File: config.mk
export PLATFORM = sky130hd
export DESIGN_NAME = ds_dac_mc
export DESIGN_NICKNAME = d
export VERILOG_FILES = /design/src/rtl/ds_dac_mc.sv
export SDC_FILE = /design/constraint.sdc
export NUM_CORES = 1
export LEC_CHECK = 0
export ABC_AREA = 1
export ABC_CLOCK_PERIOD_IN_PS = 5900
export BUFFER_PORTS_ARGS = -buffer_cell sky130_fd_sc_hd__clkbuf_2
export CORE_ASPECT_RATIO = 1.5
export CORE_MARGIN = 2
export CORE_UTILIZATION = 60
export DETAILED_ROUTE_END_ITERATION = 10
export PLACE_DENSITY = 0.78
export RECOVER_POWER = 100
export SYNTH_ARGS = -nofsm -noshare
export SYNTH_HDL_FRONTEND = slang
export SYNTH_SLANG_ARGS = --single-unit
File: constraint.sdc
create_clock -name clk -period 5.9 [get_ports clk]
set_input_delay 1.77 -clock clk [delete_from_list [all_inputs] [get_ports clk]]
set_output_delay 1.77 -clock clk [all_outputs]
set_load 0.01 [all_outputs]
File: src/rtl/ds_dac_mc.sv
// ============================================================================
// Module   : ds_dac_mc
// Purpose  : Multi-channel first-order delta-sigma DAC with a shared
//            soft-mute gain ramp. Signed PCM frames are accepted once per
//            OSR clocks through a valid/ready handshake, scaled by a common
//            gain, offset to unsigned and converted to 1-bit pulse-density
//            outputs.
// Ports    : clk          - system clock
//            rst          - synchronous active-high reset
//            sample       - CHANNELS*WIDTH frame, channel c at [c*WIDTH +: WIDTH]
//            sample_valid - frame present
//            sample_ready - frame accepted this cycle when valid is high
//            hush         - level-sensitive mute request, sampled on ticks
//            speaker      - registered pulse-density outputs, one per channel
//            muted        - high while the gain FSM is in MUTED
// Options  : DS_DAC_MC_DITHER_EN - when defined, a 16-bit Galois LFSR feeds
//            the modulator carry-in to break up idle tones.
// Revision : 1.0 - initial multi-channel release
// ============================================================================
`default_nettype none

module ds_dac_mc #(
    parameter int WIDTH     = 8,
    parameter int CHANNELS  = 1,
    parameter int OSR       = 64,
    parameter int GAIN_BITS = 4
) (
    input  logic                       clk,
    input  logic                       rst,
    input  logic [CHANNELS*WIDTH-1:0]  sample,
    input  logic                       sample_valid,
    output logic                       sample_ready,
    input  logic                       hush,
    output logic [CHANNELS-1:0]        speaker,
    output logic                       muted
);

    // ------------------------------------------------------------------------
    // Constants
    // ------------------------------------------------------------------------
    localparam int c_FCW = (OSR > 1) ? $clog2(OSR) : 1;
    localparam int c_GW  = GAIN_BITS + 1;
    // Product width: WIDTH-bit signed sample times a (GAIN_BITS+2)-bit
    // non-negative signed gain.
    localparam int c_PW  = WIDTH + GAIN_BITS + 2;

    localparam logic [c_FCW-1:0] c_FLAST    = c_FCW'(OSR - 1);
    localparam logic [c_GW-1:0]  c_UNITY    = {1'b1, {GAIN_BITS{1'b0}}};
    localparam logic [c_GW-1:0]  c_UNITY_M1 = {1'b0, {GAIN_BITS{1'b1}}};
    localparam logic [c_GW-1:0]  c_GONE     = {{(c_GW-1){1'b0}}, 1'b1};
    localparam logic [WIDTH:0]   c_ACC_INIT = {2'b01, {(WIDTH-1){1'b0}}};

    localparam logic [1:0] c_S_PLAY     = 2'd0;
    localparam logic [1:0] c_S_FADE_OUT = 2'd1;
    localparam logic [1:0] c_S_MUTED    = 2'd2;
    localparam logic [1:0] c_S_FADE_IN  = 2'd3;

    // ------------------------------------------------------------------------
    // Frame counter and handshake
    // ------------------------------------------------------------------------
    logic [c_FCW-1:0] r_fcnt;
    logic             w_tick;
    logic             w_accept;

    assign w_tick       = (r_fcnt == c_FLAST);
    assign sample_ready = w_tick;
    assign w_accept     = sample_valid && w_tick;

    always_ff @(posedge clk) begin
        if (rst) begin
            r_fcnt <= '0;
        end else if (w_tick) begin
            r_fcnt <= '0;
        end else begin
            r_fcnt <= r_fcnt + c_FCW'(1);
        end
    end

    // ------------------------------------------------------------------------
    // Gain FSM
    // Boundary transitions (gain reaching 0 or unity) take priority over a
    // hush change on the same tick; the new hush level is then seen on the
    // following tick. Turning around mid-fade keeps the current gain.
    // ------------------------------------------------------------------------
    logic [1:0]      r_state;
    logic [1:0]      w_state_nxt;
    logic [c_GW-1:0] r_g;
    logic [c_GW-1:0] w_g_nxt;
    logic            r_muted;

    always_comb begin
        w_state_nxt = r_state;
        w_g_nxt     = r_g;
        if (w_tick) begin
            case (r_state)
                c_S_PLAY: begin
                    w_g_nxt = c_UNITY;
                    if (hush) begin
                        w_state_nxt = c_S_FADE_OUT;
                    end
                end
                c_S_FADE_OUT: begin
                    // A fade-out entered straight from gain 0 also lands here.
                    if (r_g <= c_GONE) begin
                        w_g_nxt     = '0;
                        w_state_nxt = c_S_MUTED;
                    end else if (!hush) begin
                        w_state_nxt = c_S_FADE_IN;
                    end else begin
                        w_g_nxt = r_g - c_GONE;
                    end
                end
                c_S_MUTED: begin
                    w_g_nxt = '0;
                    if (!hush) begin
                        w_state_nxt = c_S_FADE_IN;
                    end
                end
                c_S_FADE_IN: begin
                    if (r_g >= c_UNITY_M1) begin
                        w_g_nxt     = c_UNITY;
                        w_state_nxt = c_S_PLAY;
                    end else if (hush) begin
                        w_state_nxt = c_S_FADE_OUT;
                    end else begin
                        w_g_nxt = r_g + c_GONE;
                    end
                end
                default: begin
                    w_g_nxt     = '0;
                    w_state_nxt = c_S_MUTED;
                end
            endcase
        end
    end

    always_ff @(posedge clk) begin
        if (rst) begin
            r_state <= c_S_MUTED;
            r_g     <= '0;
            r_muted <= 1'b1;
        end else begin
            r_state <= w_state_nxt;
            r_g     <= w_g_nxt;
            r_muted <= (w_state_nxt == c_S_MUTED);
        end
    end

    assign muted = r_muted;

    // ------------------------------------------------------------------------
    // Modulator carry-in source
    // ------------------------------------------------------------------------
    logic [CHANNELS-1:0] w_cin;

`ifdef DS_DAC_MC_DITHER_EN
    logic [15:0] r_lfsr;

    // Right-shifting Galois LFSR, taps 16,14,13,11.
    always_ff @(posedge clk) begin
        if (rst) begin
            r_lfsr <= 16'hACE1;
        end else begin
            r_lfsr <= {1'b0, r_lfsr[15:1]} ^ (r_lfsr[0] ? 16'hB400 : 16'h0000);
        end
    end

    for (genvar c = 0; c < CHANNELS; c++) begin : g_cin
        assign w_cin[c] = r_lfsr[c % 16];
    end
`else
    assign w_cin = '0;
`endif

    // ------------------------------------------------------------------------
    // Per-channel datapath: hold -> scale -> offset -> modulate
    // ------------------------------------------------------------------------
    for (genvar c = 0; c < CHANNELS; c++) begin : g_ch
        logic [WIDTH-1:0]        r_hold;
        logic [WIDTH-1:0]        r_scaled;
        logic [WIDTH:0]          r_acc;
        logic signed [c_PW-1:0]  w_hold_ext;
        logic signed [c_PW-1:0]  w_g_ext;
        logic signed [c_PW-1:0]  w_prod;
        logic [WIDTH-1:0]        w_u;
        logic [WIDTH:0]          w_acc_nxt;
        logic                    w_unused_prod;

        assign w_hold_ext = {{(c_PW-WIDTH){r_hold[WIDTH-1]}}, r_hold};
        assign w_g_ext    = {{(c_PW-c_GW){1'b0}}, r_g};
        assign w_prod     = w_hold_ext * w_g_ext;

        // Taking bits [GAIN_BITS +: WIDTH] is the arithmetic shift right by
        // GAIN_BITS followed by truncation; gain never exceeds unity, so the
        // dropped top bits are pure sign extension.
        assign w_unused_prod = ^{w_prod[c_PW-1 -: 2], w_prod[GAIN_BITS-1:0]};

        // Adding 2^(WIDTH-1) modulo 2^WIDTH only flips the sign bit.
        assign w_u = {~r_scaled[WIDTH-1], r_scaled[WIDTH-2:0]};

        assign w_acc_nxt = {1'b0, r_acc[WIDTH-1:0]}
                         + {1'b0, w_u}
                         + {{WIDTH{1'b0}}, w_cin[c]};

        always_ff @(posedge clk) begin
            if (rst) begin
                r_hold   <= '0;
                r_scaled <= '0;
                r_acc    <= c_ACC_INIT;
            end else begin
                if (w_accept) begin
                    r_hold <= sample[c*WIDTH +: WIDTH];
                end
                r_scaled <= w_prod[GAIN_BITS +: WIDTH];
                r_acc    <= w_acc_nxt;
            end
        end

        // The accumulator carry bit is the registered pulse-density output.
        assign speaker[c] = r_acc[WIDTH];
    end

endmodule

`default_nettype wire
==> flow_summary_export.csv <==
group,metric,value,unit
synth,ys_ff_latch,39,
synth,yosys.area.top_type,"dfxtp_1",
global_route,antenna_found_initial,0,
global_route,grt_pass1_vias,2746,
synth,synth_top_cell_area_share,23.44,%
timing,fmax,270.9,MHz
finish,n_fill_cell,491,
synth,syn_area,3331,um2
synth,postSynth.asyncResetShare,0,%
floorplanning,start_util,61.58,%
worst_setup_path,critPathMaxFanout,15,
finish,design_area,3523,um2
timing,final_max_slew_viol_count,0,
power,ir_drop,0.1194,mV
clock_tree,htreeDepth,2,
synth,yosysUniqueCellTypes,39,
global_route,grtUsageTotal,23.16,%
place,dp_hpwl,5.063,mm
synth,avgSynthCellArea,7.072,um2
clock_tree,post-cts-setup-buffers,0,
min_path,min_path_type,"flip-flop to flip-flop",
clock_tree,cts_hold_buf,0,
flow_run,drv_cap,0,
worst_setup_path,rr_startpoint,"r_g[0]",
detailed_routing,drcViolationCount,0,
clock_tree,clkSlewWorstSetupHoldPaths,80,ps
clock_tree,cts.sinks,39,
min_path,hp-start,"r_fcnt[0]",
finish,final_common_cell,"nand2_1",
run_status,outcome,"completed",
worst_setup_path,worstSetupEndpointType,"flip-flop",
worst_setup_path,rrSetupSlack,2210,ps
timing,slew_headroom,40.78,%
worst_setup_path,crit_family,"adder cells",
detailed_routing,wire_per_inst,11.34,um
timing,hold_violations,0,
floorplanning,fp-row-count,33,
place,port_buffers,14,
finish,seq_area,780.7,um2
finish,multi_input_area,2066,um2
worst_setup_path,r2r_end,"g_ch[0].r_scaled[5]",
synth,yosys_warnings,0,
worst_setup_path,worst_r2r_path_depth,15,
worst_setup_path,cp_num_buf_inv,4,
finish,final_layout_size_suffix_gt1_share,6.639,%
global_route,grt_overflow,0,
min_path,min_delay_worst_endpoint,"r_fcnt[0]",
detailed_routing,wl,6.258,mm
floorplanning,fp.dieH,95.25,um
detailed_routing,vias,2846,
finish,final_cell_mix,"117 x nand2_1, 107 x inv_1, 39 x dfxtp_1, 33 x nand3_1, 30 x ha_1",
finish,areaGrowthSynthToFinish,5.785,%
place,gp_congestion,0.8817,
worst_setup_path,cp_slowest_cell,"dfxtp_1",
timing,final.period_utilization,62.58,%
global_route,grt_max_degree,19,
worst_setup_path,critical_path_class,"flip-flop to flip-flop",
worst_setup_path,cp-start-kind,"flip-flop",
power,p_leak,2.005,nW
detailed_routing,drtPass1Iterations,4,
place,placed_area,3422,um2
floorplanning,core,5409,um2
worst_setup_path,critPathMaxStageDelay,630,ps
worst_setup_path,cp.required,6090,ps
synth,synth_flop_cell,"dfxtp_1",
clock_tree,cts_tree,"built",
clock_tree,cts-root-buf,"clkbuf_8",
detailed_routing,via_per_inst,5.156,
floorplanning,die_w,64.84,um
timing,min_period,3692,ps
clock_tree,cts_resized,0,
power,power_density,144.5,nW/um2
clock_tree,cts.path.max_buffers,2,
worst_setup_path,cp.arrival,3890,ps
synth,synth_cells,471,
synth,synth_enable_flop_cells,0,
timing,worst_pin_slew,888.3,ps
synth,seq_area_frac_synth,23.44,%
timing,clock_skew,3.528,ps
timing,setup_viol,0,
min_path,hold_depth,1,
detailed_routing,dr.first_iter.drc_count,71,
floorplanning,io_pins,15,
clock_tree,numCtsBuffers,5,
timing,rsz0062_at_grt,"no",
detailed_routing,drt.antenna.violating_nets,0,
global_route,grt_pass1_wl,11.28,mm
worst_setup_path,critPathLaunch,"r_g[0]",
finish,antennaDiodeCount,0,
worst_setup_path,cp_cell_sequence,"nand2_1 > fa_1 > inv_1 > fa_1 > inv_1 > fa_1 > inv_1 > ha_1 > nand2_1 > inv_1 > nand4_1 > nor3b_1 > nand2_1 > nand2_1 > nor2_1",
clock_tree,insertion_delay,290,ps
synth,yosys-top-cells-area,"dfxtp_1 23%, fa_1 14%, nand2_1 13%, inv_1 12%, ha_1 11%",
timing,tns,0,ps
finish,finalNetCount,546,
synth,syn_nets,536,
floorplanning,dieArea,6176,um2
==> worst register-to-register path: cells and delay by family, from the launching register on <==
family,cells,cell delay [ps]
adder cells (fa/ha/maj),4,1920
buffers and inverters,4,200
flip-flops,1,630
AND/OR/NAND/NOR,7,840
==> report_power, final <==
| group | internal (W) | total (W) | leakage, nW | switching [W] |
|---|---|---|---|---|
| sequential | 0.000266 | 0.000267 | 0.315 | 0.00000137 |
| clock | 0.000126 | 0.000226 | 0.0581 | 0.0000999 |
| combinational | 0.00000600 | 0.0000165 | 1.63 | 0.0000105 |
| total | 0.000398 | 0.000509 | 2.00 | 0.000112 |
==> synth_stat cells (2+ instances only) <==
| cell | count |
|---|---|
| dfxtp_1 | 39 |
| nor3b_1 | 2 |
| nand3b_1 | 2 |
| inv_2 | 2 |
| ha_1 | 30 |
| nand3_2 | 2 |
| nand3_1 | 33 |
| nor3_1 | 2 |
| a31oi_1 | 2 |
| nand4_1 | 4 |
| nand4_2 | 3 |
| o21ai_0 | 13 |
| buf_4 | 3 |
| nand2_1 | 117 |
| nor2_2 | 3 |
| a21o_1 | 2 |
| fa_1 | 23 |
| a21oi_1 | 27 |
| buf_2 | 5 |
| nor2_1 | 27 |
| o21bai_1 | 2 |
| xnor2_1 | 3 |
| xor2_1 | 4 |
| inv_1 | 106 |
==> cell type report <==
class                           count  share of cell area, %
Clock inverter                      3                  1.243
Sequential cell                    39                  22.16
Clock buffer                        5                  1.953
Tap cell                           70                  2.486
Inverter                          109                  11.65
Timing Repair Buffer               14                  1.882
Multi-Input combinational cell    312                  58.63
==> state kept, by name (all words and copies together), names as in the netlist <==
| name | flops |
|---|---|
| g_ch.r_acc | 9 |
| g_ch.r_scaled | 8 |
| r_g | 5 |
| r_fcnt | 6 |
| r_state | 2 |
| g_ch.r_hold | 8 |
| muted | 1 |
==> layer usage <==
metal / vias to the layer above / global-route usage (%) / routed length [um]
li1: 1471 / - / -
met1: 1307 / 26.34 / 2672
met2: 60 / 43.21 / 3316
met3: 8 / 3.306 / 189
met4: 0 / 8.688 / 80
met5: - / 0 / 0
==> worst max-delay path by stage <==
| stage | to | slack, ps | cells after the start |
|---|---|---|---|
| 6_report | g_ch[0].r_scaled[5] | 2210 | 15 |
| 5_1_grt | g_ch[0].r_scaled[4] | 1920 | 13 |
| 4_1_cts | g_ch[0].r_scaled[5] | 2220 | 15 |
| 3_5_place_dp | g_ch[0].r_scaled[5] | 2230 | 15 |
| 3_3_place_gp | g_ch[0].r_scaled[5] | 2320 | 15 |
| 2_1_floorplan | g_ch[0].r_scaled[5] | 2520 | 16 |
==> kinds of logic (layout without fill, tap and decap cells) <==
kind of cell | Yosys count | in the layout | share of synthesized area (%)
adders and majority gates | 53 | 53 | 25.09
xor gates and xnor gates | 7 | 7 | 1.841
DFF | 39 | 39 | 23.44
buffers and inverters | 120 | 131 | 14.31
and+or+nand+nor | 196 | 196 | 25.62
AOI/OAI and AO/OA | 56 | 56 | 9.692
==> through the flow <==
stage	cells	setup WS [ps]	util, %	total power [W]	hold slack, ps
2_1_floorplan	471	2520	-	0.0002834	417.6
3_3_place_gp	544	2322	63.27	0.0002895	435.4
3_5_place_dp	544	2230	63.27	0.0002902	439.7
4_1_cts	552	2217	65.35	0.0005154	457.3
5_1_grt	552	1920	65.14	0.0005293	480.3
6_report	552	2208	65.14	0.0005093	448.3
Note: power is estimated with default switching activity, not from simulation.
